## src/rtl/soc_bus_pkg.sv

```systemverilog
// Shared peripheral-bus definitions: device-id map, arbiter state encoding and the
// mapped-address check. device_sel imports the same package so both sides decode
// the device id identically.
package soc_bus_pkg;

  localparam logic [3:0] DEV_RAM   = 4'h0;
  localparam logic [3:0] DEV_GPIO  = 4'h4;
  localparam logic [3:0] DEV_UART  = 4'h5;
  localparam logic [3:0] DEV_TIMER = 4'h6;
  localparam logic [3:0] DEV_SPI   = 4'h8;

  typedef enum logic [1:0] {
    StIdle  = 2'd0,
    StBusy  = 2'd1,
    StFault = 2'd2
  } bus_state_e;

  // True when the device id (addr[31:28]) has a device behind it.
  function automatic logic is_mapped(input logic [3:0] dev_id);
    case (dev_id)
      DEV_RAM, DEV_GPIO, DEV_UART, DEV_TIMER, DEV_SPI: is_mapped = 1'b1;
      default:                                          is_mapped = 1'b0;
    endcase
  endfunction

endpackage

```

## src/rtl/rr_arb2.sv

```systemverilog
// Two-way round-robin arbiter.
//   clk_i, rst_ni : clock, asynchronous active-low reset
//   en_i          : arbitration allowed this cycle
//   req_i[1:0]    : request per master
//   gnt_o[1:0]    : one-hot grant (combinational)
// On contention the master not granted most recently wins; after reset M0 is favoured.
module rr_arb2 (
  input  logic       clk_i,
  input  logic       rst_ni,
  input  logic       en_i,
  input  logic [1:0] req_i,
  output logic [1:0] gnt_o
);

  // 1: M1 has priority on contention, 0: M0 has priority.
  logic prio_m1_q;

  always_comb begin
    gnt_o = 2'b00;
    if (en_i) begin
      if (req_i[0] && (!req_i[1] || !prio_m1_q)) begin
        gnt_o[0] = 1'b1;
      end else if (req_i[1]) begin
        gnt_o[1] = 1'b1;
      end
    end
  end

  always_ff @(posedge clk_i or negedge rst_ni) begin
    if (!rst_ni) begin
      prio_m1_q <= 1'b0;
    end else if (|gnt_o) begin
      prio_m1_q <= gnt_o[0];
    end
  end

endmodule

```

## src/rtl/bus_arbiter.sv

```systemverilog
// Two-master arbiter and transaction sequencer for the SoC peripheral bus.
//   i_clk, i_rst_n         : clock, asynchronous active-low reset
//   i_mX_req/we/addr/wdata : master X command, held until o_mX_gnt
//   o_mX_gnt               : command accepted this cycle (combinational)
//   o_mX_done/err/rdata    : registered completion pulse, error flag, read data
//   o_bus_valid/we/addr/wdata/owner : registered command towards device_sel
//   i_bus_rdata, i_bus_ready        : device response
// Unmapped addresses never reach the bus; a device that never answers is aborted after
// the command has been on the bus for TIMEOUT+1 cycles.
module bus_arbiter
  import soc_bus_pkg::*;
#(
  parameter int unsigned TIMEOUT = 255,
  parameter int unsigned TO_W    = $clog2(TIMEOUT + 1)
) (
  input  logic        i_clk,
  input  logic        i_rst_n,
  input  logic        i_m0_req,
  input  logic        i_m0_we,
  input  logic [31:0] i_m0_addr,
  input  logic [31:0] i_m0_wdata,
  output logic        o_m0_gnt,
  output logic        o_m0_done,
  output logic        o_m0_err,
  output logic [31:0] o_m0_rdata,
  input  logic        i_m1_req,
  input  logic        i_m1_we,
  input  logic [31:0] i_m1_addr,
  input  logic [31:0] i_m1_wdata,
  output logic        o_m1_gnt,
  output logic        o_m1_done,
  output logic        o_m1_err,
  output logic [31:0] o_m1_rdata,
  output logic        o_bus_valid,
  output logic        o_bus_we,
  output logic [31:0] o_bus_addr,
  output logic [31:0] o_bus_wdata,
  input  logic [31:0] i_bus_rdata,
  input  logic        i_bus_ready,
  output logic        o_bus_owner
);

  bus_state_e      state_q, state_d;
  logic [TO_W-1:0] cnt_q, cnt_d;
  logic [1:0]      gnt;
  logic            accept;
  logic            sel_we;
  logic [31:0]     sel_addr, sel_wdata;
  logic            fin, fin_err;
  logic            upd_rdata;
  logic [31:0]     fin_rdata;
  logic            owner_q, we_q;
  logic [31:0]     addr_q, wdata_q;
  logic [1:0]      done_q, err_q, done_d, err_d;
  logic [31:0]     rdata0_q, rdata1_q, rdata0_d, rdata1_d;

  // Gating with i_rst_n keeps the grants low while reset is held.
  rr_arb2 u_arb (
    .clk_i  (i_clk),
    .rst_ni (i_rst_n),
    .en_i   ((state_q == StIdle) && i_rst_n),
    .req_i  ({i_m1_req, i_m0_req}),
    .gnt_o  (gnt)
  );

  assign accept    = |gnt;
  assign sel_we    = gnt[1] ? i_m1_we    : i_m0_we;
  assign sel_addr  = gnt[1] ? i_m1_addr  : i_m0_addr;
  assign sel_wdata = gnt[1] ? i_m1_wdata : i_m0_wdata;

  always_comb begin
    state_d = state_q;
    cnt_d   = cnt_q;
    fin     = 1'b0;
    fin_err = 1'b0;
    unique case (state_q)
      StIdle: begin
        if (accept) begin
          cnt_d   = '0;
          state_d = is_mapped(sel_addr[31:28]) ? StBusy : StFault;
        end
      end
      StBusy: begin
        if (i_bus_ready) begin
          fin     = 1'b1;
          cnt_d   = '0;
          state_d = StIdle;
        end else if (cnt_q == TO_W'(TIMEOUT)) begin
          fin     = 1'b1;
          fin_err = 1'b1;
          cnt_d   = '0;
          state_d = StIdle;
        end else begin
          cnt_d = cnt_q + TO_W'(1);
        end
      end
      StFault: begin
        fin     = 1'b1;
        fin_err = 1'b1;
        state_d = StIdle;
      end
      default: state_d = StIdle;
    endcase
  end

  // Errors force rdata to zero; successful writes leave it untouched.
  assign upd_rdata = fin && (fin_err || !we_q);
  assign fin_rdata = fin_err ? 32'h0 : i_bus_rdata;

  always_comb begin
    done_d   = {fin && owner_q, fin && !owner_q};
    err_d    = {fin_err && owner_q, fin_err && !owner_q};
    rdata0_d = rdata0_q;
    rdata1_d = rdata1_q;
    if (upd_rdata && !owner_q) rdata0_d = fin_rdata;
    if (upd_rdata && owner_q)  rdata1_d = fin_rdata;
  end

  always_ff @(posedge i_clk or negedge i_rst_n) begin
    if (!i_rst_n) begin
      state_q  <= StIdle;
      cnt_q    <= '0;
      owner_q  <= 1'b0;
      we_q     <= 1'b0;
      addr_q   <= '0;
      wdata_q  <= '0;
      done_q   <= '0;
      err_q    <= '0;
      rdata0_q <= '0;
      rdata1_q <= '0;
    end else begin
      state_q  <= state_d;
      cnt_q    <= cnt_d;
      done_q   <= done_d;
      err_q    <= err_d;
      rdata0_q <= rdata0_d;
      rdata1_q <= rdata1_d;
      if (accept) begin
        owner_q <= gnt[1];
        we_q    <= sel_we;
        addr_q  <= sel_addr;
        wdata_q <= sel_wdata;
      end
    end
  end

  assign o_m0_gnt    = gnt[0];
  assign o_m1_gnt    = gnt[1];
  assign o_m0_done   = done_q[0];
  assign o_m1_done   = done_q[1];
  assign o_m0_err    = err_q[0];
  assign o_m1_err    = err_q[1];
  assign o_m0_rdata  = rdata0_q;
  assign o_m1_rdata  = rdata1_q;
  assign o_bus_valid = (state_q == StBusy);
  assign o_bus_we    = we_q;
  assign o_bus_addr  = addr_q;
  assign o_bus_wdata = wdata_q;
  assign o_bus_owner = owner_q;

endmodule

```

## config.mk

```make
export PLATFORM = sky130hd
export DESIGN_NAME = bus_arbiter
export DESIGN_NICKNAME = d
export VERILOG_FILES = /design/src/rtl/soc_bus_pkg.sv /design/src/rtl/rr_arb2.sv /design/src/rtl/bus_arbiter.sv
export SDC_FILE = /design/constraint.sdc
export NUM_CORES = 1
export LEC_CHECK = 0
export ABC_AREA = 1
export ABC_CLOCK_PERIOD_IN_PS = 2900
export BUFFER_PORTS_ARGS = -buffer_cell sky130_fd_sc_hd__buf_2
export CORE_AREA = 2 2 117 119
export DETAILED_ROUTE_END_ITERATION = 12
export DIE_AREA = 0 0 119 121
export GPL_TIMING_DRIVEN = 0
export PLACE_DENSITY_LB_ADDON = 0.08
export SYNTH_ARGS = -nofsm -noshare
export SYNTH_HDL_FRONTEND = slang
export SYNTH_HIERARCHICAL = 1
export SYNTH_SLANG_ARGS = --single-unit
```

## constraint.sdc

```tcl
create_clock -name i_clk -period 2.9 [get_ports i_clk]
set_input_delay 0.29 -clock i_clk [delete_from_list [all_inputs] [get_ports i_clk]]
set_output_delay 0.29 -clock i_clk [all_outputs]
set_load 0.01 [all_outputs]
```

==> reports/results.md, run 1 <==
### Logic synthesis
• 6470 sq um — Syn Std Cell Area
• 1.00 — fraction of registers with async set or reset after synthesis
• 976 — Net Count, Synth
• 25 — number of library cell types mapped by synthesis
• sky130_fd_sc_hd__nand2_1 (345), sky130_fd_sc_hd__dfrtp_1 (145), sky130_fd_sc_hd__nand3_1 (128) — Commonest cells post-synth
• sky130_fd_sc_hd__dfrtp_1 (56%), sky130_fd_sc_hd__nand2_1 (20%), sky130_fd_sc_hd__nand3_1 (9.9%), sky130_fd_sc_hd__inv_1 (3.1%), sky130_fd_sc_hd__nor2_1 (2.5%) — Area contributors post-synth
• 805 — number of instances in the synthesized netlist
• sky130_fd_sc_hd__nand2_1 — top-count cell post-synth
• 6 — yosys synthesis warning count
• 8.03 sq um — mean instance size in the synthesized netlist
• 0 — EDFF count, synth
• 0.561 — fraction of synthesized cell area taken by the top area cell type
• 145 — number of synthesized register bits
• sky130_fd_sc_hd__dfrtp_1 — top flip-flop cell by instance count after synthesis
• sky130_fd_sc_hd__dfrtp_1 — post-synth top area cell
• 0.561 — part of the Yosys area used for sequential elements

### Critical path
• flip-flop — sort of element at the start of the critical path
• 13 — depth of the worst register-to-register path
• 10 — maximum net fanout on the critical path
• inv_1 > ha_1 > nand2_1 > inv_1 > nand2_1 > a21oi_1 > buf_2 > o21ai_0 > nor2_1 > o21ai_0 > o21ai_1 > inv_1 > o21ai_1 — cells traversed along the worst timing path
• flip-flop to flip-flop — WS Path Type
• 4 — buffer and inverter count on the worst path
• state_q[0] — endpoint of the most critical register-to-register path
• sky130_fd_sc_hd__inv_1 — most repeated library cell on the critical path
• sky130_fd_sc_hd__dfrtp_1 — slowest stage cell on the critical path
• 13 — critical path depth in cells
• 0.39 ns — Largest stage delay, worst path
• compound AO/OA/AOI/OAI gates — kind of cell adding the most delay to the critical path
• flip-flop — crit path capture type
• state_q[0] — launch point of the worst reg-to-reg path
• 2.79 ns — worst endpoint data arrival time
• 0.45 ns — flop2flop setup slack
• 3.24 ns — Crit path required time

### Pwr
• 5.15 nW — Lkg Pwr
• 1000 nW/um^2 — power density cells
• 8.96 mW — post-layout total power
• 0.475 mV — worst IR drop on VDD

### Clocking
• 145 — clk sink count
• 0.06 ns — clock-pin transition on the worst setup and hold timing paths
• 0.42 ns — latest clock arrival within the worst-skew pair
• 17 — cts bufs inserted
• sky130_fd_sc_hd__clkbuf_16 — Root Buffer Master
• done — CTS tree
• 4 — number of levels in the clock H-tree
• 2 — number of buffers on the longest clock path

### Route
• 380 — drt initial violations
• 6330 — via count
• 14.4 um — WL per Instance
• 19.1 mm — sum of routed wire length over all layers
• 0 — count of nets left with antenna violations after detail routing
• 4.79 — detailed-route vias per instance
• 4 — iteration count of the initial detailed-routing pass
• 0 — number of remaining DRC errors

### STA
• 0.844 — Period Utilization, post-route
• 0.0829 ns — Min Hold Slack
• 0 — setup violation total in the final timing report
• 0.00634 ns — Post-Route Skew
• 2.45 ns — clock period minus final worst setup slack
• 0.481 ns — Worst Max-Slew Pin Slew
• false — RSZ-0062 raised after global routing
• 0 ns — TNS Setup
• 0 — number of hold violations in the final report
• 0.676 — worst slew slack as a fraction of its limit
• 408 MHz — Highest Clock Rate
• 0 — Slew Viols, Final

### Global routing
• 0.266 — overall routing resource usage
• 0 — number of antenna violations at the first check in global routing
• 29.8 mm — first-pass GRT wire length
• 6023 — vias in the first global route
• 0 — aggregate global routing overflow
• 87 — maximum number of pins on one net before global-route repair

### Worst hold path
• o_bus_wdata[0] — Hold Crit Endpoint
• 3 — hold path cells
• input port to flip-flop — HP Class
• i_m1_wdata[0] — launch instance of the worst min-delay path

### Finish
• 3630 sq um — Register Area
• 1304 — final-stage net count
• 0 — # diodes
• 38.4% — Layout area overhead
• 2410 sq um — multi-input logic area
• 1162 — fillers
• 0.324 — ratio of cells with drive above 1 in the final layout

### Floorplan
• 121 um — die span in y
• 0.494 — initial core utilization
• 42 — placement row count
• 304 — I/O pin count
• 119 um — chip width
• 14400 sq um — Total Die Area
• 13100 sq um — standard cell core area

### Placement
• 303 — Port-buffer cells
• 0.845 — placer's final routability congestion estimate
• 14.3 mm — DPL Wire Length

### Job
• 0 — maximum capacitance violations

### Status
• finished clean — run status

-- state kept, by name, indices dropped and copies added, names as in the netlist --
name,count
o_m1_rdata,32
o_bus_wdata,32
u_arb/prio_m1_q,1
o_bus_we,1
done_q,2
o_bus_owner,1
o_m0_rdata,32
err_q,2
state_q,2
o_bus_addr,32
cnt_q,8
-- cells in the final DEF, fill, tap and decap left out, types with 3 or more instances in the layout --
cell type and instances:
sky130_fd_sc_hd__nand2_1 345, sky130_fd_sc_hd__buf_2 314, sky130_fd_sc_hd__dfrtp_1 145, sky130_fd_sc_hd__nand3_1 128, sky130_fd_sc_hd__inv_1 53, sky130_fd_sc_hd__nor2_1 43, sky130_fd_sc_hd__clkbuf_1 18, sky130_fd_sc_hd__clkbuf_16 17
sky130_fd_sc_hd__o21ai_0 12, sky130_fd_sc_hd__buf_1 7, sky130_fd_sc_hd__buf_6 6, sky130_fd_sc_hd__clkbuf_8 5, sky130_fd_sc_hd__a21oi_1 4, sky130_fd_sc_hd__ha_1 4, sky130_fd_sc_hd__clkinvlp_4 4, sky130_fd_sc_hd__buf_16 4
sky130_fd_sc_hd__inv_2 3, sky130_fd_sc_hd__nand4_1 3, sky130_fd_sc_hd__or2_2 3, sky130_fd_sc_hd__o21ai_1 3, sky130_fd_sc_hd__clkinv_2 3
-- cell type report --
type	count	area share
clock buffer	22	0.0552
multi-input combinational	561	0.269
buffer	43	0.0248
clock inverter	9	0.0117
inverter	56	0.0235
tap	176	0.0246
timing repair buffer	309	0.186
sequential	145	0.406
-- per-layer routing --
layer	up-vias	track usage	wire (um)
met5	-	0	0
met4	0	0.129	775
met3	46	0.0752	1460
met2	247	0.438	9160
met1	2863	0.324	7670
li1	3174	-	-
-- worst max path at each step --
| stage | slack (ns) | start | to |
|---|---|---|---|
| after floorplan | 0.84 | state_q[0] | cnt_q[4] |
| after global placement | -1.75 | i_rst_n | state_q[0] |
| after detailed placement | -0.20 | i_rst_n | state_q[0] |
| after CTS | 0.24 | i_rst_n | state_q[0] |
| after global routing | 0.11 | state_q[1] | state_q[1] |
| final | 0.45 | state_q[0] | state_q[0] |
-- cells by family (layout without fill, tap and decap cells) --
| kind of cell | count (synthesis) | count (layout) | share of synthesized area |
|---|---|---|---|
| flops | 145 | 145 | 0.561 |
| compound gates | 23 | 23 | 0.0195 |
| buf+inv | 99 | 439 | 0.0668 |
| xor+xnor | 2 | 2 | 0.00271 |
| fa+ha+maj | 4 | 4 | 0.00774 |
| simple gates | 532 | 532 | 0.342 |
-- where the power goes --
group / total (mW) / internal, mW / switching (mW) / leakage (nW)
Sequential: 3.36 / 2.90 / 0.459 / 1.84
Combinational: 3.41 / 1.32 / 2.09 / 3.02
Clock: 2.19 / 1.37 / 0.820 / 0.286
Total: 8.96 / 5.59 / 3.37 / 5.15
-- through the flow --
stage	utilization	setup slack (ns)	area, sq um	instances
floorplan	-	0.839	6470	805
global placement	0.627	-1.75	8200	1284
detailed placement	0.629	-0.200	8240	1285
CTS	0.675	0.239	8840	1316
global route	0.684	0.108	8950	1321
finish	0.684	0.452	8950	1321
-- worst min-delay path: stages --
cell                      delay [ns]
sky130_fd_sc_hd__buf_2          0.07
sky130_fd_sc_hd__nand2_1        0.04
sky130_fd_sc_hd__nand3_1        0.06
-- what timing repair did --
item	4_1_cts	5_1_grt
buffers inserted	0	0
endpoints found under the setup margin	0	6
hold endpoints to repair	85	85
gates resized for setup	0	3
Note: power is estimated with default switching activity, not from simulation.
==> run 2, diff against run 1 <==
--- a/config.mk
+++ b/config.mk
@@ -5,12 +5,12 @@
 export SDC_FILE = /design/constraint.sdc
 export NUM_CORES = 1
 export LEC_CHECK = 0
-export ABC_AREA = 1
-export ABC_CLOCK_PERIOD_IN_PS = 2900
+export ABC_AREA = 0
+export ABC_CLOCK_PERIOD_IN_PS = 2300
 export BUFFER_PORTS_ARGS = -buffer_cell sky130_fd_sc_hd__buf_2
-export CORE_AREA = 2 2 117 119
+export CORE_MARGIN = 1
+export CORE_UTILIZATION = 46
 export DETAILED_ROUTE_END_ITERATION = 12
-export DIE_AREA = 0 0 119 121
 export GPL_TIMING_DRIVEN = 0
 export PLACE_DENSITY_LB_ADDON = 0.08
 export SYNTH_ARGS = -nofsm -noshare
==> constraint.sdc (replaced) <==
create_clock -name i_clk -period 2.3 [get_ports i_clk]
set_input_delay 0.23 -clock i_clk [delete_from_list [all_inputs] [get_ports i_clk]]
set_output_delay 0.23 -clock i_clk [all_outputs]
set_load 0.01 [all_outputs]
==> run 2 against run 1 <==
Net effect:
- the run now ends with negative hold slack left
- register-to-register slack worse by 0.35 ns
- critical path depth is 3 lower
- clock-buffer cell count fell by 5
==> reports/results.md, run 2 <==
### Status
• finished, violations left — run status, was finished clean
• negative hold slack — violated checks

### STA
• 0 — Slew Viols, Final, unchanged
• 0.103 ns — worst-case setup margin in the final layout, was 0.452 ns
• 455 MHz — Highest Clock Rate, was 408 MHz
• 78 — number of hold violations in the final report, was 0
• 0.0111 ns — Post-Route Skew, was 0.00634 ns
• 0.461 ns — Worst Max-Slew Pin Slew, was 0.481 ns
• 2.20 ns — clock period minus final worst setup slack, was 2.45 ns
• 0 — setup violation total in the final timing report, unchanged
• -0.190 ns — Min Hold Slack, was 0.0829 ns
• 0.955 — Period Utilization, post-route, was 0.844
• 0.693 — worst slew slack as a fraction of its limit, was 0.676

### Finish
• sky130_fd_sc_hd__buf_2 — most frequent standard cell in the layout excluding fill and tap cells, was sky130_fd_sc_hd__nand2_1
• 1055 — Finished Layout Cells, was 1321
• 1013 — fillers, was 1162
• sky130_fd_sc_hd__buf_2 (316), sky130_fd_sc_hd__dfrtp_1 (145), sky130_fd_sc_hd__nand2_1 (74) — most frequent cells in the layout, was sky130_fd_sc_hd__nand2_1 (345), sky130_fd_sc_hd__buf_2 (314), sky130_fd_sc_hd__dfrtp_1 (145)
• 1039 — final-stage net count, was 1304
• 2370 sq um — multi-input logic area, was 2410 sq um
• 0.444 — ratio of cells with drive above 1 in the final layout, was 0.324
• 3630 sq um — Register Area, unchanged
• 41.2% — Layout area overhead, was 38.4%

### Clocking
• 0.06 ns — clock-pin transition on the worst setup and hold timing paths, about the same
• 3 — number of buffers added to fix hold violations after cts
• sky130_fd_sc_hd__clkbuf_16 — Root Buffer Master, unchanged
• 0.43 ns — latest clock arrival within the worst-skew pair, was 0.42 ns
• 145 — clk sink count, unchanged
• 2 — number of buffers on the longest clock path, unchanged
• 4 — number of levels in the clock H-tree, unchanged
• 17 — cts bufs inserted, unchanged
• done — CTS tree, unchanged

### Route
• 18.5 mm — sum of routed wire length over all layers, was 19.1 mm
• 267 — drt initial violations, was 380
• 5596 — via count, was 6330
• 0 — count of nets left with antenna violations after detail routing, unchanged
• 5 — iteration count of the initial detailed-routing pass, was 4
• 17.5 um — WL per Instance, was 14.4 um
• 5.30 — detailed-route vias per instance, was 4.79
• 0 — number of remaining DRC errors, unchanged

### Floorplan
• 41 — placement row count, was 42
• 118 um — chip width, was 119 um
• 13900 sq um — Total Die Area, was 14400 sq um
• 12800 sq um — standard cell core area, was 13100 sq um
• 118 um — die span in y, was 121 um
• 304 — I/O pin count, unchanged
• 0.480 — initial core utilization, was 0.494

### Logic synthesis
• sky130_fd_sc_hd__dfrtp_1 — post-synth top area cell, unchanged
• 11.5 sq um — mean instance size in the synthesized netlist, was 8.03 sq um
• 145 — number of synthesized register bits, unchanged
• 706 — Net Count, Synth, was 976
• 0.589 — fraction of synthesized cell area taken by the top area cell type, was 0.561
• 6 — yosys synthesis warning count, unchanged
• sky130_fd_sc_hd__dfrtp_1 (145), sky130_fd_sc_hd__nand2_1 (75), sky130_fd_sc_hd__o21ai_0 (72) — Commonest cells post-synth, was sky130_fd_sc_hd__nand2_1 (345), sky130_fd_sc_hd__dfrtp_1 (145), sky130_fd_sc_hd__nand3_1 (128)
• 41 — number of library cell types mapped by synthesis, was 25
• 535 — number of instances in the synthesized netlist, was 805
• sky130_fd_sc_hd__dfrtp_1 (59%), sky130_fd_sc_hd__mux2i_1 (11%), sky130_fd_sc_hd__a22o_1 (9.1%), sky130_fd_sc_hd__o21ai_0 (5.9%), sky130_fd_sc_hd__nand2_1 (4.6%) — Area contributors post-synth, was sky130_fd_sc_hd__dfrtp_1 (56%), sky130_fd_sc_hd__nand2_1 (20%), sky130_fd_sc_hd__nand3_1 (9.9%), sky130_fd_sc_hd__inv_1 (3.1%), sky130_fd_sc_hd__nor2_1 (2.5%)
• sky130_fd_sc_hd__dfrtp_1 — top flip-flop cell by instance count after synthesis, unchanged
• 0 — EDFF count, synth, unchanged
• sky130_fd_sc_hd__dfrtp_1 — top-count cell post-synth, was sky130_fd_sc_hd__nand2_1
• 0.589 — part of the Yosys area used for sequential elements, was 0.561
• 6160 sq um — Syn Std Cell Area, was 6470 sq um
• 1.00 — fraction of registers with async set or reset after synthesis, unchanged

### Critical path
• 2 — buffer and inverter count on the worst path, was 4
• 0.53 ns — Largest stage delay, worst path, was 0.39 ns
• 2.55 ns — worst endpoint data arrival time, was 2.79 ns
• 10 — depth of the worst register-to-register path, was 13
• sky130_fd_sc_hd__or4_1 — slowest stage cell on the critical path, was sky130_fd_sc_hd__dfrtp_1
• cnt_q[7] — endpoint of the most critical register-to-register path, was state_q[0]
• 2.66 ns — Crit path required time, was 3.24 ns
• flip-flop — sort of element at the start of the critical path, unchanged
• flip-flop — crit path capture type, unchanged
• inv_2 > ha_4 > and2_4 > nand2_2 > a21oi_2 > buf_6 > or3b_4 > o211ai_1 > or4_1 > nand3_1 — cells traversed along the worst timing path, was inv_1 > ha_1 > nand2_1 > inv_1 > nand2_1 > a21oi_1 > buf_2 > o21ai_0 > nor2_1 > o21ai_0 > o21ai_1 > inv_1 > o21ai_1
• state_q[0] — worst setup path start, unchanged
• flip-flop to flip-flop — WS Path Type, unchanged
• 0.10 ns — flop2flop setup slack, was 0.45 ns
• state_q[0] — launch point of the worst reg-to-reg path, unchanged
• simple AND/OR/NAND/NOR gates — kind of cell adding the most delay to the critical path, was compound AO/OA/AOI/OAI gates
• 6 — maximum net fanout on the critical path, was 10

### Global routing
• 0.275 — overall routing resource usage, was 0.266
• 80 — maximum number of pins on one net before global-route repair, was 87
• 2 — number of antenna violations at the first check in global routing, was 0
• 29.6 mm — first-pass GRT wire length, was 29.8 mm
• 0 — aggregate global routing overflow, unchanged
• 5635 — vias in the first global route, was 6023

### Placement
• 303 — Port-buffer cells, unchanged
• 0.857 — placer's final routability congestion estimate, was 0.845
• 13.5 mm — DPL Wire Length, was 14.3 mm
• 1011 — # placed instances, was 1285
• -0.872 ns — worst slack after detailed placement, was -0.200 ns

### Pwr
• 0.609 mV — worst IR drop on VDD, was 0.475 mV
• 1150 nW/um^2 — power density cells, was 1000 nW/um^2
• 9.98 mW — post-layout total power, was 8.96 mW
• 4.43 nW — Lkg Pwr, was 5.15 nW

### Job
• 0 — maximum capacitance violations, unchanged

### Worst hold path
• input port to async pin — HP Class, was input port to flip-flop

-- run 2: cell types whose count changed in the layout (fill, tap and decap cells not counted), moves of 48 or more --
cell and change:
sky130_fd_sc_hd__a22o_1 +64, sky130_fd_sc_hd__inv_1 -48, sky130_fd_sc_hd__mux2i_1 +65, sky130_fd_sc_hd__nand2_1 -271
sky130_fd_sc_hd__nand3_1 -123, sky130_fd_sc_hd__o21ai_0 +60
-- run 2: how the worst max path moves through the flow --
stage                     slack (ns)        endpoint  cells past startpoint
after global routing           -0.02        cnt_q[7]                     10
after global placement         -2.40        o_bus_we                      9
after CTS                       0.01        cnt_q[7]                     10
final                           0.10        cnt_q[7]                     10
after detailed placement       -0.87        o_bus_we                     10
after floorplan                 0.03  o_bus_addr[20]                     10
-- run 2: worst reg2reg max path, delay by kind of cell (launching register included) --
family	cells	cell delay [ns]
simple gates	5	0.99
flops	1	0.43
compound gates	2	0.31
buf+inv	2	0.24
fa+ha+maj	1	0.17
-- run 2: cell families after synthesis --
kind of cell / synth area share
buffers and inverters: 0.0309
adder cells (fa/ha/maj): 0.00813
AND/OR/NAND/NOR: 0.0876
flip-flops: 0.589
AO/OA/AOI/OAI: 0.179
multiplexers: 0.106
-- run 2: where the power goes --
group | switching [mW] | leakage [nW] | total, mW | internal, mW
sequential | 0.483 | 1.89 | 3.89 | 3.40
clock | 1.12 | 0.258 | 2.62 | 1.49
combinational | 1.91 | 2.28 | 3.47 | 1.56
total | 3.52 | 4.43 | 9.98 | 6.46
-- run 2: metrics by stage --
step / utilization / TNS [ns] / instance area (sq um)
floorplan: - / 0 / 6160
global placement: 0.615 / -318.38 / 7890
detailed placement: 0.618 / -56.03 / 7920
CTS: 0.674 / 0 / 8650
global route: 0.678 / -0.0183 / 8700
finish: 0.678 / 0 / 8700
-- run 2: cell type report --
class	count	share of cell area
Sequential cell	145	0.417
Tap cell	172	0.0247
Multi-Input combinational cell	346	0.272
Timing Repair Buffer	314	0.193
Antenna cell	2	0.000575
Clock buffer	17	0.0489
Inverter	7	0.00302
Clock inverter	15	0.0154
Buffer	37	0.0252
-- run 2: metal layers --
metal / part of all wire / global-route usage / wire length [um]
met2: 0.49 / 0.440 / 9000
met1: 0.42 / 0.347 / 7700
met3: 0.063 / 0.0727 / 1160
met5: 0 / 0 / 0
met4: 0.032 / 0.128 / 599
-- run 2: what timing repair did --
| action | 4_1_cts | 5_1_grt |
|---|---|---|
| endpoints found under the setup margin | 75 | 70 |
| pin swaps | 0 | 2 |
| resized for setup | 24 | 12 |
| buffers inserted | 4 | 3 |
| hold endpoints to repair | 67 | 78 |
==> run 3, diff against run 2 <==
--- a/config.mk
+++ b/config.mk
@@ -13,6 +13,7 @@
 export DETAILED_ROUTE_END_ITERATION = 12
 export GPL_TIMING_DRIVEN = 0
 export PLACE_DENSITY_LB_ADDON = 0.08
+export REMOVE_ABC_BUFFERS = 1
 export SYNTH_ARGS = -nofsm -noshare
 export SYNTH_HDL_FRONTEND = slang
 export SYNTH_HIERARCHICAL = 1
==> run 3 against run 2 <==
Net effect:
- the run now ends clean
- cell count decreased by 2.2%
- core utilization grew 1.4 points
- via count shrank 2.0%
- global-route usage is 0.70 points lower
- register-to-register slack improved by 0.02 ns
- fmax is 1.0% higher
- sequential share of layout area decreased by 0.85 points
- cell area rose by 2.1%
- sequential cell count is the same
- clock-buffer cell count unchanged
- critical path type unchanged
- largest power group unchanged
- highest routed layer unchanged
==> reports/results.md, run 3 (synthesis gave the netlist of run 2 again) <==
### STA
• 0.0187 ns — Min Hold Slack, was -0.190 ns
• 460 MHz — Highest Clock Rate, was 455 MHz
• 2.18 ns — clock period minus final worst setup slack, was 2.20 ns
• 0 — setup violation total in the final timing report, unchanged
• 0 — Slew Viols, Final, unchanged
• 0.946 — Period Utilization, post-route, was 0.955
• 0.388 — worst slew slack as a fraction of its limit, was 0.693
• false — RSZ-0062 raised after global routing
• 0 — number of hold violations in the final report, was 78
• 0.915 ns — Worst Max-Slew Pin Slew, was 0.461 ns
• 0.0103 ns — Post-Route Skew, was 0.0111 ns

### Finish
• 1017 — final-stage net count, was 1039
• sky130_fd_sc_hd__buf_2 — most frequent standard cell in the layout excluding fill and tap cells, unchanged
• 44.1% — Layout area overhead, was 41.2%
• 0.439 — ratio of cells with drive above 1 in the final layout, was 0.444
• sky130_fd_sc_hd__buf_2 (302), sky130_fd_sc_hd__dfrtp_1 (145), sky130_fd_sc_hd__nand2_1 (75) — most frequent cells in the layout, was sky130_fd_sc_hd__buf_2 (316), sky130_fd_sc_hd__dfrtp_1 (145), sky130_fd_sc_hd__nand2_1 (74)
• 0.692 — Finished Core Util, was 0.678

### Pwr
• 0.470 mV — worst IR drop on VDD, was 0.609 mV
• 0.356 — Switching Fraction, was 0.353
• 1160 nW/um^2 — power density cells, was 1150 nW/um^2
• 6.63 mW — internal power contribution, was 6.46 mW
• 10.3 mW — post-layout total power, was 9.98 mW
• 0.359 — portion of total power attributed to combinational logic, was 0.348
• 3.67 mW — sw power, was 3.52 mW
• 0.373 — part of the power in registers, was 0.389
• 0.268 — Clock power frac, was 0.262
• 4.46 nW — Lkg Pwr, was 4.43 nW

### Global routing
• 95 — maximum number of pins on one net before global-route repair, was 80
• 5477 — vias in the first global route, was 5635
• 29.1 mm — first-pass GRT wire length, was 29.6 mm
• 0 — aggregate global routing overflow, unchanged
• 1 — number of antenna violations at the first check in global routing, was 2
• 0.268 — overall routing resource usage, was 0.275

### Floorplan
• 13900 sq um — Total Die Area, unchanged
• 41 — placement row count, unchanged
• 304 — I/O pin count, unchanged
• 0.480 — initial core utilization, unchanged
• 12800 sq um — standard cell core area, unchanged
• 118 um — chip width, unchanged
• 118 um — die span in y, unchanged

### Critical path
• 2.46 ns — worst endpoint data arrival time, was 2.55 ns
• 9 — depth of the worst register-to-register path, was 10
• 2.59 ns — Crit path required time, was 2.66 ns
• flip-flop to flip-flop — WS Path Type, unchanged
• 6 — maximum net fanout on the critical path, unchanged
• 0.12 ns — flop2flop setup slack, was 0.10 ns
• flip-flop — crit path capture type, unchanged
• cnt_q[7] — endpoint of the most critical register-to-register path, unchanged
• flip-flop — sort of element at the start of the critical path, unchanged
• state_q[0] — worst setup path start, unchanged
• cnt_q[7] — CP Capture Point, unchanged
• state_q[0] — launch point of the worst reg-to-reg path, unchanged

### Placement
• 303 — Port-buffer cells, unchanged
• 12.8 mm — DPL Wire Length, was 13.5 mm
• 0.860 — placer's final routability congestion estimate, was 0.857

### Route
• 0 — count of nets left with antenna violations after detail routing, unchanged
• 5483 — via count, was 5596
• 5.31 — detailed-route vias per instance, was 5.30
• 18.7 mm — sum of routed wire length over all layers, was 18.5 mm
• 18.1 um — WL per Instance, was 17.5 um
• 4 — iteration count of the initial detailed-routing pass, was 5
• 233 — drt initial violations, was 267
• 0 — number of remaining DRC errors, unchanged

### Clocking
• 0.41 ns — latest clock arrival within the worst-skew pair, was 0.43 ns
• sky130_fd_sc_hd__clkbuf_16 — Root Buffer Master, unchanged
• 0.07 ns — clock-pin transition on the worst setup and hold timing paths, was 0.06 ns
• 145 — clk sink count, unchanged
• 17 — cts bufs inserted, unchanged
• 2 — number of buffers on the longest clock path, unchanged
• 4 — number of levels in the clock H-tree, unchanged
• done — CTS tree, unchanged

### Job
• 0 — maximum capacitance violations, unchanged

### Worst hold path
• input port to flip-flop — HP Class, was input port to async pin

### Status
• finished clean — run status, was finished, violations left

-- run 3: cell types whose count changed in the layout (fill, tap and decap cells not counted), sizes merged --
cell      change
clkbuf       -11
inv           +9
buf          -12
clkinv        -4
diode         -1
a21oi         +1
clkinvlp      -5
-- run 3: critical path: stages, from the launching register on --
cell and delay [ns]:
sky130_fd_sc_hd__dfrtp_1 0.42, sky130_fd_sc_hd__inv_2 0.08, sky130_fd_sc_hd__ha_4 0.18, sky130_fd_sc_hd__and2_1 0.16, sky130_fd_sc_hd__nand2_1 0.17, sky130_fd_sc_hd__a21oi_4 0.06
sky130_fd_sc_hd__or3b_2 0.51, sky130_fd_sc_hd__o211ai_1 0.21, sky130_fd_sc_hd__or4_1 0.17, sky130_fd_sc_hd__nand3_1 0.08
-- run 3: cell type report --
cell class / count / area, sq um
Antenna cell: 1 / 2.50
Clock buffer: 17 / 425
Clock inverter: 15 / 164
Fill cell: 1003 / 3950
Inverter: 7 / 26.3
Multi-Input combinational cell: 347 / 2430
Sequential cell: 145 / 3630
Tap cell: 172 / 215
Timing Repair Buffer: 328 / 1980
-- run 3: how the worst min path moves through the flow --
stage	start	cells after the start	endpoint
after floorplan	i_rst_n	0	cnt_q[0]
after global placement	i_m1_wdata[0]	3	o_bus_wdata[0]
after detailed placement	i_rst_n	1	o_bus_wdata[26]
after CTS	i_m1_wdata[31]	3	o_bus_wdata[31]
after global routing	i_m1_wdata[2]	3	o_bus_wdata[2]
final	i_m1_wdata[25]	3	o_bus_wdata[25]
-- run 3: timing repair --
| item | 4_1_cts | 5_1_grt |
|---|---|---|
| endpoints found under the setup margin | 114 | 113 |
| cloned | 1 | 5 |
| hold buffers | 2 | 0 |
| pin swaps | 0 | 3 |
| buffers inserted | 7 | 0 |
| gates resized for setup | 0 | 7 |
| endpoints found under the hold margin | 51 | 0 |
-- run 3: per-layer routing --
metal / vias to the layer above / part of all wire / track usage
met5: - / 0 / 0
met4: 0 / 0.032 / 0.119
met3: 36 / 0.075 / 0.0819
met2: 245 / 0.49 / 0.442
met1: 2647 / 0.40 / 0.322
li1: 2555 / - / -
-- run 3: power by group through the flow --
stage	combinational, mW	clock, mW	sequential (mW)
after floorplan	1.53	0	4.27
after global placement	3.44	0	3.84
after detailed placement	3.48	0	3.86
after CTS	3.55	2.81	3.83
after global routing	4.00	2.94	3.95
final	3.70	2.76	3.84
-- run 3: stage by stage --
step	area (sq um)	cells	TNS [ns]	setup WS, ns
global placement	7730	973	-948.01	-8.35
finish	8880	1032	0	0.125
CTS	8700	1026	-17.55	-0.309
floorplan	5990	498	-413.03	-4.69
global route	8880	1032	0	0.0140
detailed placement	8000	984	-21.52	-0.270
